<file path="src/rtl/ptr_addr_unit_pkg.sv">
// Shared definitions for the pointer/address unit: sequencer state encoding
// and the register-operation priority indices used by every pointer register.
package ptr_addr_unit_pkg;

    typedef enum logic [1:0] {
        ST_IDLE = 2'd0,
        ST_ADDR = 2'd1,
        ST_WAIT = 2'd2,
        ST_DONE = 2'd3
    } state_e;

    // Op-vector bit positions, listed highest priority first.
    localparam int RO_CLR = 0;
    localparam int RO_WR  = 1;
    localparam int RO_INC = 2;
    localparam int RO_NUM = 3;

endpackage

</file>
<file path="src/rtl/ptr_addr_unit_ptr_reg.sv">
// One pointer register with its private limit register; an increment that
// hits the limit returns the pointer to zero and raises a one-cycle wrap pulse.
module ptr_reg
    import ptr_addr_unit_pkg::*;
#(
    parameter int AW = 8
) (
    input  logic              clk,
    input  logic              rst,
    input  logic [RO_NUM-1:0] op_i,
    input  logic              lim_wr_en_i,
    input  logic [AW-1:0]     wr_data_i,
    output logic [AW-1:0]     ptr_o,
    output logic              wrap_o
);

    logic [AW-1:0] ptr_q, ptr_d;
    logic [AW-1:0] lim_q, lim_d;
    logic          wrap_q, wrap_d;

    // Clear beats load beats increment; both increment sources arrive ORed into one bit.
    always_comb begin
        ptr_d  = ptr_q;
        wrap_d = 1'b0;
        lim_d  = lim_wr_en_i ? wr_data_i : lim_q;
        if (op_i[RO_CLR]) begin
            ptr_d = '0;
        end else if (op_i[RO_WR]) begin
            ptr_d = wr_data_i;
        end else if (op_i[RO_INC]) begin
            if (ptr_q == lim_q) begin
                ptr_d  = '0;
                wrap_d = 1'b1;
            end else begin
                ptr_d = ptr_q + AW'(1);
            end
        end
    end

    always_ff @(posedge clk or posedge rst) begin
        if (rst) begin
            ptr_q  <= '0;
            lim_q  <= '1;
            wrap_q <= 1'b0;
        end else begin
            ptr_q  <= ptr_d;
            lim_q  <= lim_d;
            wrap_q <= wrap_d;
        end
    end

    assign ptr_o  = ptr_q;
    assign wrap_o = wrap_q;

endmodule

</file>
<file path="src/rtl/ptr_addr_unit.sv">
// Bank of NPTR pointer registers plus a small access sequencer that drives a
// data memory address from a selected pointer, with optional post-increment.
module ptr_addr_unit
    import ptr_addr_unit_pkg::*;
#(
    parameter int NPTR    = 4,
    parameter int AW      = 8,
    parameter int MEM_LAT = 1
) (
    input  logic                     clk,
    input  logic                     rst,
    input  logic [NPTR-1:0]          clr_en,
    input  logic [NPTR-1:0]          wr_en,
    input  logic [NPTR-1:0]          lim_wr_en,
    input  logic [NPTR-1:0]          inc_en,
    input  logic [AW-1:0]            wr_data,
    input  logic                     req,
    input  logic [$clog2(NPTR)-1:0]  req_sel,
    input  logic                     req_we,
    input  logic                     req_pinc,
    output logic                     busy,
    output logic [AW-1:0]            addr,
    output logic                     mem_we,
    output logic                     rd_valid,
    output logic                     done,
    output logic                     err,
    output logic [NPTR-1:0]          wrap,
    output logic [NPTR*AW-1:0]       ptr_q
);

    localparam int SW = $clog2(NPTR);
    localparam int CW = 3;

    state_e          state_q, state_d;
    logic [SW-1:0]   sel_q, sel_d;
    logic            we_q, we_d;
    logic            pinc_q, pinc_d;
    logic [AW-1:0]   addr_q, addr_d;
    logic [CW-1:0]   cnt_q, cnt_d;
    logic            err_q, err_d;

    logic [AW-1:0]   ptr_arr [NPTR];
    logic [AW-1:0]   sel_ptr;
    logic            sel_ok;
    logic            accept;
    logic            post_inc;

    assign sel_ok = ({1'b0, req_sel} < (SW+1)'(NPTR));
    assign accept = req && sel_ok && (state_q == ST_IDLE);

    always_comb begin
        sel_ptr = '0;
        for (int i = 0; i < NPTR; i++) begin
            if (req_sel == SW'(i)) sel_ptr = ptr_arr[i];
        end
    end

    always_ff @(posedge clk or posedge rst) begin
        if (rst) state_q <= ST_IDLE;
        else     state_q <= state_d;
    end

    always_comb begin
        state_d = state_q;
        cnt_d   = cnt_q;
        unique case (state_q)
            ST_IDLE: if (accept) state_d = ST_ADDR;
            ST_ADDR: begin
                cnt_d   = '0;
                state_d = we_q ? ST_DONE : ST_WAIT;
            end
            ST_WAIT: begin
                if (cnt_q == CW'(MEM_LAT - 1)) state_d = ST_DONE;
                else                           cnt_d   = cnt_q + CW'(1);
            end
            ST_DONE: state_d = ST_IDLE;
            default: state_d = ST_IDLE;
        endcase
    end

    always_comb begin
        busy     = (state_q != ST_IDLE);
        mem_we   = (state_q == ST_ADDR) && we_q;
        done     = (state_q == ST_DONE);
        rd_valid = (state_q == ST_DONE) && !we_q;
        post_inc = (state_q == ST_DONE) && pinc_q;
    end

    // Address is captured only at acceptance, so later pointer writes cannot disturb it.
    always_comb begin
        sel_d  = sel_q;
        we_d   = we_q;
        pinc_d = pinc_q;
        addr_d = addr_q;
        err_d  = req && !sel_ok && (state_q == ST_IDLE);
        if (accept) begin
            sel_d  = req_sel;
            we_d   = req_we;
            pinc_d = req_pinc;
            addr_d = sel_ptr;
        end
    end

    always_ff @(posedge clk or posedge rst) begin
        if (rst) begin
            sel_q  <= '0;
            we_q   <= 1'b0;
            pinc_q <= 1'b0;
            addr_q <= '0;
            cnt_q  <= '0;
            err_q  <= 1'b0;
        end else begin
            sel_q  <= sel_d;
            we_q   <= we_d;
            pinc_q <= pinc_d;
            addr_q <= addr_d;
            cnt_q  <= cnt_d;
            err_q  <= err_d;
        end
    end

    assign addr = addr_q;
    assign err  = err_q;

    for (genvar i = 0; i < NPTR; i++) begin : g_ptr
        logic [RO_NUM-1:0] op;
        assign op[RO_CLR] = clr_en[i];
        assign op[RO_WR]  = wr_en[i];
        assign op[RO_INC] = inc_en[i] | (post_inc && (sel_q == SW'(i)));

        ptr_reg #(.AW(AW)) u_ptr (
            .clk         (clk),
            .rst         (rst),
            .op_i        (op),
            .lim_wr_en_i (lim_wr_en[i]),
            .wr_data_i   (wr_data),
            .ptr_o       (ptr_arr[i]),
            .wrap_o      (wrap[i])
        );

        assign ptr_q[i*AW +: AW] = ptr_arr[i];
    end

endmodule

</file>
<file path="config.mk">
export PLATFORM = sky130hd
export DESIGN_NAME = ptr_addr_unit
export DESIGN_NICKNAME = d
export VERILOG_FILES = /design/src/rtl/ptr_addr_unit_pkg.sv /design/src/rtl/ptr_addr_unit_ptr_reg.sv /design/src/rtl/ptr_addr_unit.sv
export SDC_FILE = /design/constraint.sdc
export NUM_CORES = 1
export LEC_CHECK = 0
export CAP_MARGIN = 30
export CORE_MARGIN = 10
export CORE_UTILIZATION = 35
export CTS_CLUSTER_DIAMETER = 60
export DETAILED_ROUTE_END_ITERATION = 6
export SYNTH_ARGS = -nofsm -noshare
export SYNTH_HDL_FRONTEND = slang
export SYNTH_HIERARCHICAL = 1
export SYNTH_SLANG_ARGS = --single-unit
</file>
<file path="constraint.sdc">
create_clock -name clk -period 2.77 [get_ports clk]
set_input_delay 0.554 -clock clk [delete_from_list [all_inputs] [get_ports clk]]
set_output_delay 0.554 -clock clk [all_outputs]
set_load 0.02 [all_outputs]
</file>
Word-level counts from Yosys, hierarchy flattened --
Cells that the tools add are included.
Operators by class: add/sub/neg operators 5, $mul 0, div/mod/pow operators 0, $lt $le $gt $ge 0, equal/unequal tests 16, shift-type cells 0, muxes and demuxes 42, bitwise logic cells 4, reductions and logical operators 21
Operator list (number):
- $mux W8 | 20
- $add A8 B1 Y8 const B | 4
- $eq A8 B8 Y1 | 4
- $mux W1 | 17
- $eq A2 B2 Y1 const B | 6
- $reduce_bool A3 Y1 | 4
- $logic_and A1 B1 Y1 | 8
- $pmux W2 S4 | 1
- $eq A2 B1 Y1 const B | 3
- $logic_not A2 Y1 | 3
- $ne A2 B2 Y1 const B | 3
- $pmux W3 S2 | 1
- $mux W2 | 2
- $or A1 B1 Y1 | 4
- $reduce_and A2 Y1 | 2
- $reduce_bool A2 Y1 | 2
- $add A3 B1 Y3 const B | 1
- $logic_not A3 Y1 | 1
- $mux W3 | 1
- $logic_not A1 Y1 | 1
Storage, ports and cells: bits in registers 85, bits in latches 0, RAM bits 0, memory bits (read-only) 0, input port bits 31, logic and storage cells 106, memories 0

Logic depth before layout (Yosys ltp) --
word-level depth 7, gate-level depth with buffers 7, gate-level depth less buffers 7

Modules after synthesis --
Netlist, hierarchy kept.
Modules (own cells, without submodules):
- ptr_reg | times used 4, cells each 90, area each 947.2 sq um, sequential area each 435.4 sq um
- ptr_addr_unit | times used 1, cells each 102, area each 1069.8 sq um, sequential area each 425.4 sq um

Worst setup path before layout --
Ideal clock, no wire load.
kind reg2reg, from register state_q[1], to register g_ptr[2].u_ptr.ptr_q[4], setup time 0.120 ns, arrival 1.639 ns, required time 2.650 ns, path slack 1.012 ns, stages on the path, launching flop included 7, path buffers 0, period minus slack after synthesis 1.758 ns, path through dfrtp_1 > ha_1 > nand3b_1 > o21bai_1 > nor3_2 > a22o_1 > a31o_1
On the way: word-level cells in the longest chain between the ends 5
Ends and longest elaborated chain:
- start, declared | line ptr_addr_unit.sv:34 | state_e state_q, state_d;
- start signal, assigned | line ptr_addr_unit.sv:60 | else state_q <= state_d;
- $eq A2 B2 Y1
- net done | line ptr_addr_unit.sv:25 | output logic done,
- $logic_and A1 B1 Y1 | line ptr_addr_unit.sv:86 | post_inc = (state_q == ST_DONE) && pinc_q;
- $logic_and A1 B1 Y1 | line ptr_addr_unit.sv:129 | assign op[RO_INC] = inc_en[i] | (post_inc && (sel_q == SW'(i)));
- $or A1 B1 Y1 | line ptr_addr_unit.sv:129
- net g_ptr[2].op[2] | line ptr_addr_unit.sv:126 | logic [RO_NUM-1:0] op;
- $reduce_bool A3 Y1 (no source line)
- end signal, assigned | line ptr_addr_unit_ptr_reg.sv:46 | ptr_q <= ptr_d;
- end, declared | line ptr_addr_unit_ptr_reg.sv:17 | logic [AW-1:0] ptr_q, ptr_d;
The timed path passes the listed nets, and every way through them passes these cells. A chain may end at the register's enable or synchronous reset.

Worst setup path after layout --
from register state_q[1], to output mem_we
On the way: word-level cells in the longest chain between the ends 2
Ends and longest elaborated chain:
- $eq A2 B1 Y1 | line ptr_addr_unit.sv:83 | mem_we = (state_q == ST_ADDR) && we_q;
- $logic_and A1 B1 Y1 | line ptr_addr_unit.sv:83
- end, declared | line ptr_addr_unit.sv:23 | output logic mem_we,
No other way between the ends.

==> results.json <==
{
  "wl_met1_um": 6340,
  "yosysSeqAreaShare": 0.446,
  "drv_cap": 0,
  "max_freq_mhz": 419,
  "multi_input_comb_area_mm2": 0.00252,
  "core-area_mm2": 0.0134,
  "path_buf_inv": 2,
  "seqCellArea_mm2": 0.00217,
  "ys_types": 43,
  "synth_edf_count": 0,
  "min-delay-start": "addr[3]",
  "tritoncts": "done",
  "synth-main-ff-cell": "dfrtp_1",
  "cp_max_fo": 5,
  "syn_inst": 462,
  "dieArea_mm2": 0.0190,
  "vias": 3948,
  "rows": 42,
  "met3WireLength_um": 1060,
  "yosys.area.top_type": "dfrtp_1",
  "worstSetupStartpoint": "state_q[1]",
  "clock_path_buffers": 2,
  "max_stage_delay_ns": 0.62,
  "worst_slack_ns": 0.385,
  "overflow": 0,
  "finClkSkew_ns": 0.00507,
  "timing.hold.ws_ns": 0.537,
  "critPathTopFamily": "buffers and inverters",
  "antenna_left": 0,
  "via_per_inst": 5.51,
  "antenna_found_initial": 0,
  "dp_hpwl_um": 10400,
  "fillers": 1264,
  "finalCritPeriodShare": 0.861,
  "grt_first_pass_wirelength_um": 22200,
  "ctsResizeCount": 0,
  "start_util": 0.363,
  "synth_top_cell_area_share": 0.273,
  "maxSlewViolCount": 0,
  "gp_congestion": 0.871,
  "holdCritPathClass": "register to register",
  "async_flop_share": 1.00,
  "setup_viol": 0,
  "crit_chain": "inv_1 > ha_1 > and2_1 > clkdlybuf4s50_1",
  "insertedDiodeCount": 0,
  "clk_pin_slew_ns": 0.06,
  "cts_setup_buffers": 0,
  "leakage_nw": 2.58,
  "grt_pass1_vias": 4033,
  "io_pins": 80,
  "worst_slew_pin_slew_ns": 0.705,
  "route.detailed.drc": 0,
  "yosysWarnings": 6,
  "cp-end-kind": "output port",
  "cts_root_buffer": "clkbuf_16",
  "cts_max_level": 3,
  "clock_latency_ns": 0.33,
  "worstPathRequired_ns": 2.22,
  "first_pass_iters": 5,
  "synth_nets": 504,
  "rsz0062_at_grt": "false",
  "fin_setup_tns_ns": 0,
  "cts_made_buffers": 9,
  "pre_cts_slack_ns": 0.661,
  "wl_per_cell_um": 19.8,
  "grt_usage": 0.151,
  "synthesis.area_mm2": 0.00486,
  "dr_wl_met2_um": 6500,
  "crit_path_top_delay_cell": "clkdlybuf4s50_1",
  "drtIter0Drc": 379,
  "r2r-start": "state_q[1]",
  "grt_max_degree": 18,
  "avgSynthCellArea_um2": 10.5,
  "worstSetupPathType": "register to output port",
  "cp-start-kind": "register",
  "die_h_um": 138,
  "holdBufCountCts": 0,
  "hold_viol_final": 0,
  "p_per_area_mw_per_mm2": 653,
  "area_growth_pct": 24.1,
  "ys_top_cells_by_area": "dfrtp_1 27%, dfstp_2 17%, mux2_2 7.6%",
  "cts_sinks": 85,
  "routed.top_layer": "met4",
  "finalCriticalPeriod_ns": 2.38,
  "slew_headroom": 0.529,
  "io_buffers": 78,
  "cp.arrival_ns": 1.83,
  "vdd_drop_max_v": 0.000312,
  "die_w_um": 138,
  "yosysMostFrequentCell": "dfrtp_1",
  "wirelength_um": 14200,
  "synth_common_cells": "53 x dfrtp_1, 42 x nand2_1, 33 x mux2_2",
  "layout.nets": 577,
  "ys_ff_latch": 85,
  "outcome": "finished clean",
  "drive_above_1_share": 0.178
}
-- layout by cell type, fill, tap and decap left out, types with 16 or more instances in the layout --
cell type,instances
mux2i_1,20
xor2_1,32
nand2_1,42
o21ai_0,28
nor2_1,18
and3_1,16
mux2_2,33
dfrtp_1,53
inv_1,16
clkdlybuf4s50_1,78
a22oi_1,28
dfstp_2,32
-- cell type report --
class,count,area share
well taps,176,0.0365
clock buffers,15,0.0444
multi-input cells,344,0.418
flip-flops and latches,85,0.359
repair buffers,79,0.131
clock inverters,1,0.000830
inverters,16,0.00996
-- per-stage QoR --
| step | utilization | cell area [um^2] | std cells | power [mW] |
|---|---|---|---|---|
| after global placement | 0.430 | 5760 | 700 | 2.80 |
| after global routing | 0.450 | 6030 | 716 | 4.15 |
| after detailed placement | 0.430 | 5760 | 700 | 2.84 |
| after CTS | 0.450 | 6030 | 716 | 3.98 |
| after floorplan | - | 4860 | 462 | 2.33 |
| final | 0.450 | 6030 | 716 | 3.94 |
-- report_power, final --
part / switching [mW] / leakage [nW] / total (mW) / internal (mW)
clock network: 0.464 / 0.134 / 1.12 / 0.657
logic: 0.602 / 1.41 / 1.12 / 0.521
registers: 0.232 / 1.03 / 1.69 / 1.46
total: 1.30 / 2.58 / 3.94 / 2.64
-- layer usage --
metal  GRT usage  up-vias
li1            -     1818
met1       0.196     1967
met2       0.234      144
met3      0.0408       19
met4      0.0574        0
met5           0        -
-- path summary, 6_finish.rpt --
path / end / cells after the start / slack, ns
max reg2reg: g_ptr[2].u_ptr/ptr_o[4] / 6 / 0.71
max: mem_we / 4 / 0.39
min: addr[3] / 2 / 0.54
min reg2reg: addr[3] / 2 / 0.54
max in group asynchronous: cnt_q[1] / 2 / 1.47
min in group asynchronous: g_ptr[0].u_ptr/ptr_o[7] / 2 / 0.82
-- worst min-delay path, delay by kind of cell, from the launching register on --
family | cells | cell delay, ns
AND/OR/NAND/NOR | 1 | 0.07
AO/OA/AOI/OAI | 1 | 0.06
flip-flops | 1 | 0.37
-- registers in the layout (all words and copies together), names as in the netlist --
register and count:
addr 8, cnt_q 3, g_ptr.u_ptr/lim_q 32, g_ptr.u_ptr/ptr_o 32, g_ptr.u_ptr/wrap_o 4, pinc_q 1, sel_q 2, state_q 2
we_q 1
-- logic make-up (layout without fill, tap and decap cells) --
group,count (synthesis),in the layout,synth area share
compound gates,88,88,0.126
xor+xnor,36,36,0.0649
fa+ha+maj,11,11,0.0283
buf+inv,33,111,0.0353
flops,85,85,0.446
mux,56,56,0.125
other cells,1,1,0.000772
simple gates,152,152,0.174
No activity file was read; power rests on OpenSTA's default activity.
